==> config.mk <==
export PLATFORM = sky130hd
export DESIGN_NAME = serial_bcd_addsub_flat
export DESIGN_NICKNAME = d
export VERILOG_FILES = /design/src/rtl/serial_bcd_addsub_if.sv /design/src/rtl/serial_bcd_addsub.sv /design/src/flat_wrapper.sv
export SDC_FILE = /design/constraint.sdc
export NUM_CORES = 1
export LEC_CHECK = 0
export ABC_AREA = 1
export CAP_MARGIN = 20
export CORE_UTILIZATION = 50
export CTS_BUF_LIST = sky130_fd_sc_hd__clkbuf_8
export DETAILED_ROUTE_END_ITERATION = 16
export DONT_BUFFER_PORTS = 1
export MAX_ROUTING_LAYER = met4
export PLACE_DENSITY = 0.68
export SETUP_SLACK_MARGIN = 0.2
export SYNTH_ARGS = -nofsm -noshare
export SYNTH_HDL_FRONTEND = slang
export SYNTH_SLANG_ARGS = --single-unit
==> constraint.sdc <==
create_clock -name clk -period 2.6 [get_ports clk]
set_input_delay 0.52 -clock clk [delete_from_list [all_inputs] [get_ports clk]]
set_output_delay 0.52 -clock clk [all_outputs]
set_load 0.03 [all_outputs]
==> src/rtl/serial_bcd_addsub_if.sv <==
// Beat-level bus of the digit-serial BCD adder/subtractor.
// The master drives operand beats; the slave returns result beats and status.
interface serial_bcd_addsub_if #(
    parameter int DPC = 1
);
    logic               in_valid;
    logic               start;
    logic               last;
    logic               sub;
    logic [4*DPC-1:0]   a;
    logic [4*DPC-1:0]   b;
    logic               out_valid;
    logic               out_last;
    logic [4*DPC-1:0]   sum;
    logic               out_carry;
    logic               out_neg;
    logic               out_err;
    logic               busy;

    modport master (
        output in_valid, start, last, sub, a, b,
        input  out_valid, out_last, sum, out_carry, out_neg, out_err, busy
    );

    modport slave (
        input  in_valid, start, last, sub, a, b,
        output out_valid, out_last, sum, out_carry, out_neg, out_err, busy
    );
endinterface

==> src/rtl/serial_bcd_addsub.sv <==
// Digit-serial BCD adder/subtractor: DPC packed digits per beat, LS beat first,
// decimal carry chained across beats, subtraction as a + (9's complement of b) + 1.
module serial_bcd_addsub #(
    parameter int DPC = 1
) (
    input  logic                 clk,
    input  logic                 rstn,
    serial_bcd_addsub_if.slave   bus
);
    localparam int W = 4 * DPC;

    typedef enum logic {
        IDLE = 1'b0,
        RUN  = 1'b1
    } state_t;

    state_t         state_q, state_d;
    logic           carry_q, carry_d;
    logic           mode_q, mode_d;
    logic           err_q, err_d;

    logic           out_valid_q, out_valid_d;
    logic           out_last_q, out_last_d;
    logic [W-1:0]   sum_q, sum_d;
    logic           out_carry_q, out_carry_d;
    logic           out_neg_q, out_neg_d;
    logic           out_err_q, out_err_d;

    logic           accept;
    logic           mode_cur;
    logic [W-1:0]   digits;
    logic           cout;
    logic           beat_err;
    logic           err_acc;
    logic           c;
    logic [3:0]     ai, bi, bb;
    logic [4:0]     s;

    // A start beat is always taken (fresh operation or restart); plain beats only inside one.
    assign accept   = bus.in_valid && (bus.start || (state_q == RUN));
    assign mode_cur = bus.start ? bus.sub : mode_q;

    // NOTE: every variable written in an always_comb gets a default first, so no path leaves it unassigned and infers a latch.
    always_comb begin
        digits   = '0;
        beat_err = 1'b0;
        c        = bus.start ? bus.sub : carry_q;
        ai       = '0;
        bi       = '0;
        bb       = '0;
        s        = '0;
        for (int i = 0; i < DPC; i++) begin
            ai       = bus.a[4*i +: 4];
            bi       = bus.b[4*i +: 4];
            beat_err = beat_err | (ai > 4'd9) | (bi > 4'd9);
            bb       = mode_cur ? 4'(4'd9 - bi) : bi;
            s        = {1'b0, ai} + {1'b0, bb} + {4'b0, c};
            if (s > 5'd9) begin
                digits[4*i +: 4] = 4'(s + 5'd6);
                c                = 1'b1;
            end else begin
                digits[4*i +: 4] = s[3:0];
                c                = 1'b0;
            end
        end
        cout    = c;
        err_acc = (bus.start ? 1'b0 : err_q) | beat_err;
    end

    always_comb begin
        state_d     = state_q;
        carry_d     = carry_q;
        mode_d      = mode_q;
        err_d       = err_q;
        out_valid_d = 1'b0;
        out_last_d  = out_last_q;
        sum_d       = sum_q;
        out_carry_d = out_carry_q;
        out_neg_d   = out_neg_q;
        out_err_d   = out_err_q;
        if (accept) begin
            state_d     = bus.last ? IDLE : RUN;
            carry_d     = cout;
            mode_d      = mode_cur;
            err_d       = bus.last ? 1'b0 : err_acc;
            out_valid_d = 1'b1;
            out_last_d  = bus.last;
            sum_d       = digits;
            out_carry_d = bus.last & cout;
            out_neg_d   = bus.last & mode_cur & ~cout;
            out_err_d   = err_acc;
        end
    end

    // NOTE: clocked state uses non-blocking assignments so every register samples pre-edge values.
    always_ff @(posedge clk or negedge rstn) begin
        if (!rstn) begin
            state_q     <= IDLE;
            carry_q     <= 1'b0;
            mode_q      <= 1'b0;
            err_q       <= 1'b0;
            out_valid_q <= 1'b0;
            out_last_q  <= 1'b0;
            sum_q       <= '0;
            out_carry_q <= 1'b0;
            out_neg_q   <= 1'b0;
            out_err_q   <= 1'b0;
        end else begin
            state_q     <= state_d;
            carry_q     <= carry_d;
            mode_q      <= mode_d;
            err_q       <= err_d;
            out_valid_q <= out_valid_d;
            out_last_q  <= out_last_d;
            sum_q       <= sum_d;
            out_carry_q <= out_carry_d;
            out_neg_q   <= out_neg_d;
            out_err_q   <= out_err_d;
        end
    end

    assign bus.out_valid = out_valid_q;
    assign bus.out_last  = out_last_q;
    assign bus.sum       = sum_q;
    assign bus.out_carry = out_carry_q;
    assign bus.out_neg   = out_neg_q;
    assign bus.out_err   = out_err_q;
    assign bus.busy      = (state_q == RUN);
endmodule

==> src/flat_wrapper.sv <==
// flat-port wrapper written by rule: the top's interface ports become plain ports
module serial_bcd_addsub_flat 
#(
    parameter int DPC = 1
)
  (clk, rstn, bus_in_valid, bus_start, bus_last, bus_sub, bus_a, bus_b, bus_out_valid, bus_out_last, bus_sum, bus_out_carry, bus_out_neg, bus_out_err, bus_busy);
  serial_bcd_addsub_if #(.DPC(DPC)) bus_i ();
  input  logic clk;
  input  logic rstn;
  input wire logic [$bits(bus_i.in_valid)-1:0] bus_in_valid;
  input wire logic [$bits(bus_i.start)-1:0] bus_start;
  input wire logic [$bits(bus_i.last)-1:0] bus_last;
  input wire logic [$bits(bus_i.sub)-1:0] bus_sub;
  input wire logic [$bits(bus_i.a)-1:0] bus_a;
  input wire logic [$bits(bus_i.b)-1:0] bus_b;
  output wire logic [$bits(bus_i.out_valid)-1:0] bus_out_valid;
  output wire logic [$bits(bus_i.out_last)-1:0] bus_out_last;
  output wire logic [$bits(bus_i.sum)-1:0] bus_sum;
  output wire logic [$bits(bus_i.out_carry)-1:0] bus_out_carry;
  output wire logic [$bits(bus_i.out_neg)-1:0] bus_out_neg;
  output wire logic [$bits(bus_i.out_err)-1:0] bus_out_err;
  output wire logic [$bits(bus_i.busy)-1:0] bus_busy;
  assign bus_i.in_valid = bus_in_valid;
  assign bus_i.start = bus_start;
  assign bus_i.last = bus_last;
  assign bus_i.sub = bus_sub;
  assign bus_i.a = bus_a;
  assign bus_i.b = bus_b;
  assign bus_out_valid = bus_i.out_valid;
  assign bus_out_last = bus_i.out_last;
  assign bus_sum = bus_i.sum;
  assign bus_out_carry = bus_i.out_carry;
  assign bus_out_neg = bus_i.out_neg;
  assign bus_out_err = bus_i.out_err;
  assign bus_busy = bus_i.busy;
  serial_bcd_addsub #(.DPC(DPC)) u_core (.clk(clk), .rstn(rstn), .bus(bus_i));
endmodule
Word level (Yosys, flattened, before mapping)
Index checks and enable logic that the tools add are counted.
- register bits after elaboration: 13
- input bits: 14
- output and inout port bits: 10
- word-level logic and storage cells: 34
- add/sub/neg operators: 4
- magnitude comparators: 3
- muxes and demuxes: 9
- bitwise gates (word level): 6
- reduce and logical (&&, ||, !) cells: 2
- operator list (cell ; count):
    $gt A4 B4 Y1 const B ; 2
    $mux W4 ; 2
    $mux W1 ; 7
    $add A4 B4 Y5 ; 1
    $add A5 B1 Y5 ; 1
    $gt A5 B4 Y1 const B ; 1
    $add A4 B3 Y4 const B ; 1
    $sub A4 B4 Y4 const A ; 1
    $and A1 B1 Y1 ; 3
    $or A1 B1 Y1 ; 2
    $logic_and A1 B1 Y1 ; 1
    $logic_or A1 B1 Y1 ; 1
    $not A1 Y1 ; 1

Longest topological paths before layout
- word-level depth: 8
- gate-level depth with buffers: 15
- gate-level depth less buffers: 15

Worst setup path before layout
No wires, ideal clock.
- path type: input to register
- start: input port bus_start
- end: register u_core.sum_q[1], in the netlist u_core.bus.sum[1]
- setup time: 0.117 ns
- data arrival time: 2.610 ns
- required time: 2.483 ns
- slack: -0.128 ns
- cell stages on the path: 13
- buffers on the path: 0
- cell sequence: o21ai_1 > xor2_1 > fa_1 > fa_1 > nand2_1 > nand2_4 > ha_1 > a21oi_2 > nand2_2 > nand2_4 > nand2_1 > nand3_1 > nand2_1
- word-level cells in the longest chain between the ends: 6
- elaborated cells between the ends (all ways): 10
- those cells by class: add/sub: 3; order compare: 1; mux: 4; reduce/logical: 2
- RTL lines (item ; RTL line ; source):
    from (decl) ; flat_wrapper.sv:11 ; input wire logic [$bits(bus_i.start)-1:0] bus_start;
    $mux W1 ; serial_bcd_addsub.sv:41 ; assign mode_cur = bus.start ? bus.sub : mode_q;
    $mux W4 ; serial_bcd_addsub.sv:56 ; bb = mode_cur ? 4'(4'd9 - bi) : bi;
    $add A4 B4 Y5 ; serial_bcd_addsub.sv:57 ; s = {1'b0, ai} + {1'b0, bb} + {4'b0, c};
    $add A5 B1 Y5 ; serial_bcd_addsub.sv:57 ;
    $add A4 B3 Y4 or $gt A5 B4 Y1 (tied branches) ; serial_bcd_addsub.sv:59, serial_bcd_addsub.sv:58 ;
    $mux W4 ; serial_bcd_addsub.sv:58 ; if (s > 5'd9) begin
    to (signal assigned) ; serial_bcd_addsub.sv:115 ; sum_q <= sum_d;
    to (decl) ; serial_bcd_addsub.sv:24 ; logic [W-1:0] sum_q, sum_d;
Several ways; a longest one is shown, not always the timed one.
A chain may end at the register's enable or synchronous reset.

Final worst setup path
- start: register u_core.mode_q
- end: register u_core.sum_q[2], in the netlist u_core.bus.sum[2]
- word-level cells in the longest chain between the ends: 6
- elaborated cells between the ends (all ways): 7
- those cells by class: add/sub: 3; order compare: 1; mux: 3
- RTL lines (item ; RTL line ; source):
    from (decl) ; serial_bcd_addsub.sv:19 ; logic mode_q, mode_d;
    from (signal assigned) ; serial_bcd_addsub.sv:111 ; mode_q <= mode_d;
    $mux W1 * ; serial_bcd_addsub.sv:41 ;
    $mux W4 * ; serial_bcd_addsub.sv:56 ;
    $add A4 B4 Y5 * ; serial_bcd_addsub.sv:57 ;
    $add A5 B1 Y5 * ; serial_bcd_addsub.sv:57 ;
    $add A4 B3 Y4 or $gt A5 B4 Y1 (tied branches) ; serial_bcd_addsub.sv:59, serial_bcd_addsub.sv:58 ;
    $mux W4 * ; serial_bcd_addsub.sv:58 ;
Mark *: on every way between the ends. The rest lies on a longest branch, timed or not.

==> impl_metrics.json <==
{
  "endpoint_kind": "register",
  "instances_no_fill": 127,
  "fillers": 130,
  "post-route-min-period_ns": 2.37,
  "slew_headroom": 0.603,
  "drive_gt1_frac": 0.198,
  "finalNetCount": 133,
  "hold_path.class": "in2reg",
  "io_buffers": 0,
  "synthCells": 105,
  "worstPathMaxFanout": 5,
  "pre_cts_ws_ns": 0.0193,
  "cts_buffers": 3,
  "drt_first_iter_violations": 9,
  "antenna_cells": 0,
  "clkLatencyLatePin_ns": 0.24,
  "r2r_cells": 13,
  "worst_slack_ns": 0.225,
  "reg2reg_setup_slack_ns": 0.23,
  "worstSetupPathType": "reg2reg",
  "rows": 14,
  "cts.path.max_buffers": 2,
  "syn_area_um2": 835,
  "rr_endpoint": "u_core.bus.sum[2]$_DFFE_PN0P_",
  "start_util": 0.548,
  "ys_warn_count": 0,
  "dr.pass1.iters": 3,
  "synth_fp_nets": 126,
  "placed_cells": 122,
  "finalPower_mw": 0.800,
  "period_share": 0.913,
  "whs_endpoint": "u_core.bus.out_last$_DFFE_PN0P_",
  "power_density_nw_per_um2": 823,
  "rsz0062_at_grt": "yes",
  "globalRoute.totalOverflow": 0,
  "grt_pass1_vias": 694,
  "antenna_found_initial": 0,
  "grt_max_degree": 15,
  "drv_slew": 0,
  "power.leakage_nw": 0.480,
  "clk_pin_slew_ns": 0.06,
  "cts_tree": "yes",
  "area.growth.synth_to_final_pct": 16.5,
  "core_area_um2": 1520,
  "worstReg2RegStart": "u_core.mode_q$_DFFE_PN0P_",
  "synth_cell_types": 20,
  "htree_num_levels": 1,
  "final_cell_area_um2": 972,
  "status": "finished clean",
  "hp-start": "bus_last",
  "ant_nets": 0,
  "routedWlPerCell_um": 13.0,
  "postCtsSetupBuffers": 0,
  "ios": 24,
  "grt_use_total": 0.214,
  "post-route-drc-count": 0,
  "dpl.hpwl_um": 1330,
  "synth_area_per_cell_um2": 7.95,
  "worst_pin_slew_ns": 0.594,
  "floorplan.die_area_um2": 1840,
  "ir_drop_mv": 0.359,
  "setup_violations": 0,
  "fp.dieW_um": 42.9,
  "synth_seq_area_share": 0.390,
  "cts_root_buf": "clkbuf_8",
  "fmax_ghz": 0.421,
  "gp_congestion": 0.678,
  "num_vias": 690,
  "critPathArrivalTime_ns": 2.51,
  "fin_skew_ns": 0.00361,
  "synth_seq_cells": 13,
  "dpl_cell_area_um2": 917,
  "finalHoldViolCount": 0,
  "min_path_cells": 2,
  "drv_cap": 0,
  "drt-total-wl_um": 1660,
  "worst_ep_required_time_ns": 2.74,
  "grt_pass1_wl_um": 2900,
  "die_h_um": 42.9,
  "clock-sinks": 13,
  "viasPerCell": 5.43,
  "setup_tns_ns": 0,
  "cp-start-kind": "register"
}
## cell usage in the layout, fill, tap and decap left out
cell type	instances
o21ai_1	1
fa_2	2
nand2_4	2
xor2_2	1
dlygate4sd3_1	1
o21ai_0	7
nand2_8	1
inv_2	4
dfrtp_1	13
nor2_1	7
ha_4	1
xor2_1	1
clkbuf_8	3
inv_1	13
o21a_2	1
nand2_1	25
ha_1	4
o2111a_1	1
o21bai_1	1
nand2_2	3
o211ai_1	1
buf_4	2
nand3_1	11
a21oi_1	3
o21ai_4	1
a21oi_2	1
## flip-flops by register name, indices dropped and copies added (netlist names)
register and cells:
u_core.carry_q 1, u_core.bus.out_err 1, u_core.err_q 1, u_core.bus.sum 4, u_core.bus.out_neg 1, u_core.bus.out_last 1
u_core.bus.busy 1, u_core.bus.out_carry 1, u_core.mode_q 1, u_core.bus.out_valid 1
## cells in the mapped netlist
master / n / share of area
nand2_1: 27 / 0.12
buf_4: 1 / 0.0090
a21oi_2: 1 / 0.010
xor2_1: 2 / 0.021
o21ai_1: 1 / 0.0060
inv_2: 2 / 0.0090
o2111a_1: 1 / 0.013
fa_1: 2 / 0.048
o211ai_1: 1 / 0.0090
o21ai_0: 8 / 0.048
nor2_1: 7 / 0.031
inv_1: 14 / 0.063
o21bai_1: 1 / 0.0090
a21oi_1: 3 / 0.018
nand2_4: 2 / 0.027
dfrtp_1: 13 / 0.39
ha_1: 5 / 0.075
nand3_1: 11 / 0.066
o21a_2: 1 / 0.010
nand2_2: 2 / 0.015
## kinds of logic after synthesis
group,synth area share
and+or+nand+nor,0.261
xor gates and xnor gates,0.0210
buffers and inverters,0.0810
adders and majority gates,0.123
AOI/OAI and AO/OA,0.124
DFF,0.390
## worst max-delay path by stage
stage | from | endpoint | depth (start not counted)
2_1_floorplan | bus_start | u_core.bus.sum[2]$_DFFE_PN0P_ | 12
3_3_place_gp | bus_start | u_core.bus.sum[1]$_DFFE_PN0P_ | 13
3_5_place_dp | bus_start | u_core.bus.sum[1]$_DFFE_PN0P_ | 13
4_1_cts | u_core.mode_q$_DFFE_PN0P_ | u_core.bus.sum[1]$_DFFE_PN0P_ | 13
5_1_grt | u_core.mode_q$_DFFE_PN0P_ | u_core.bus.sum[1]$_DFFE_PN0P_ | 13
6_report | u_core.mode_q$_DFFE_PN0P_ | u_core.bus.sum[2]$_DFFE_PN0P_ | 13
## critical path, cell delays in order, from the launching register on
cell and delay, ns:
dfrtp_1 0.38, inv_2 0.08, o21ai_4 0.06, xor2_2 0.15, fa_2 0.37, fa_2 0.57
inv_2 0.06, ha_4 0.16, a21oi_2 0.11, nand2_2 0.09, nand2_4 0.09, nand2_1 0.06
nand3_1 0.06, nand2_1 0.05
## metrics by stage
step                utilization  hold slack, ns
finish                    0.638           0.420
global route              0.638           0.445
CTS                       0.638           0.425
detailed placement        0.602           0.225
global placement          0.602           0.225
floorplan                     -           0.224
## timing repair
action / in CTS / in global routing
pin swaps: 3 / 0
resized for setup: 1 / 0
endpoints found under the setup margin: 5 / 4
endpoints found under the hold margin: 13 / 0
hold buffers: 1 / 0
## layout make-up
class / count / area [µm²] / area share
Timing Repair Buffer: 3 / 25.0 / 0.0257
Clock buffer: 3 / 41.3 / 0.0425
Clock inverter: 1 / 3.75 / 0.00386
Multi-Input combinational cell: 75 / 497 / 0.511
Inverter: 16 / 60.1 / 0.0618
Sequential cell: 13 / 325 / 0.335
Tap cell: 16 / 20.0 / 0.0206
## metal layers
layer  global-route usage  share of wire  up-vias
li1                     -              -      347
met5                    -              0        -
met2                0.352           0.50       15
met4               0.0750          0.019        0
met1                0.268           0.46      323
met3               0.0298          0.028        5
## report_power, final
| group | total (mW) | internal [mW] | leakage [nW] | switching, mW |
|---|---|---|---|---|
| clock | 0.176 | 0.104 | 0.0269 | 0.0720 |
| sequential | 0.363 | 0.251 | 0.159 | 0.112 |
| combinational | 0.261 | 0.108 | 0.293 | 0.153 |
(Power assumes the default switching activity.)
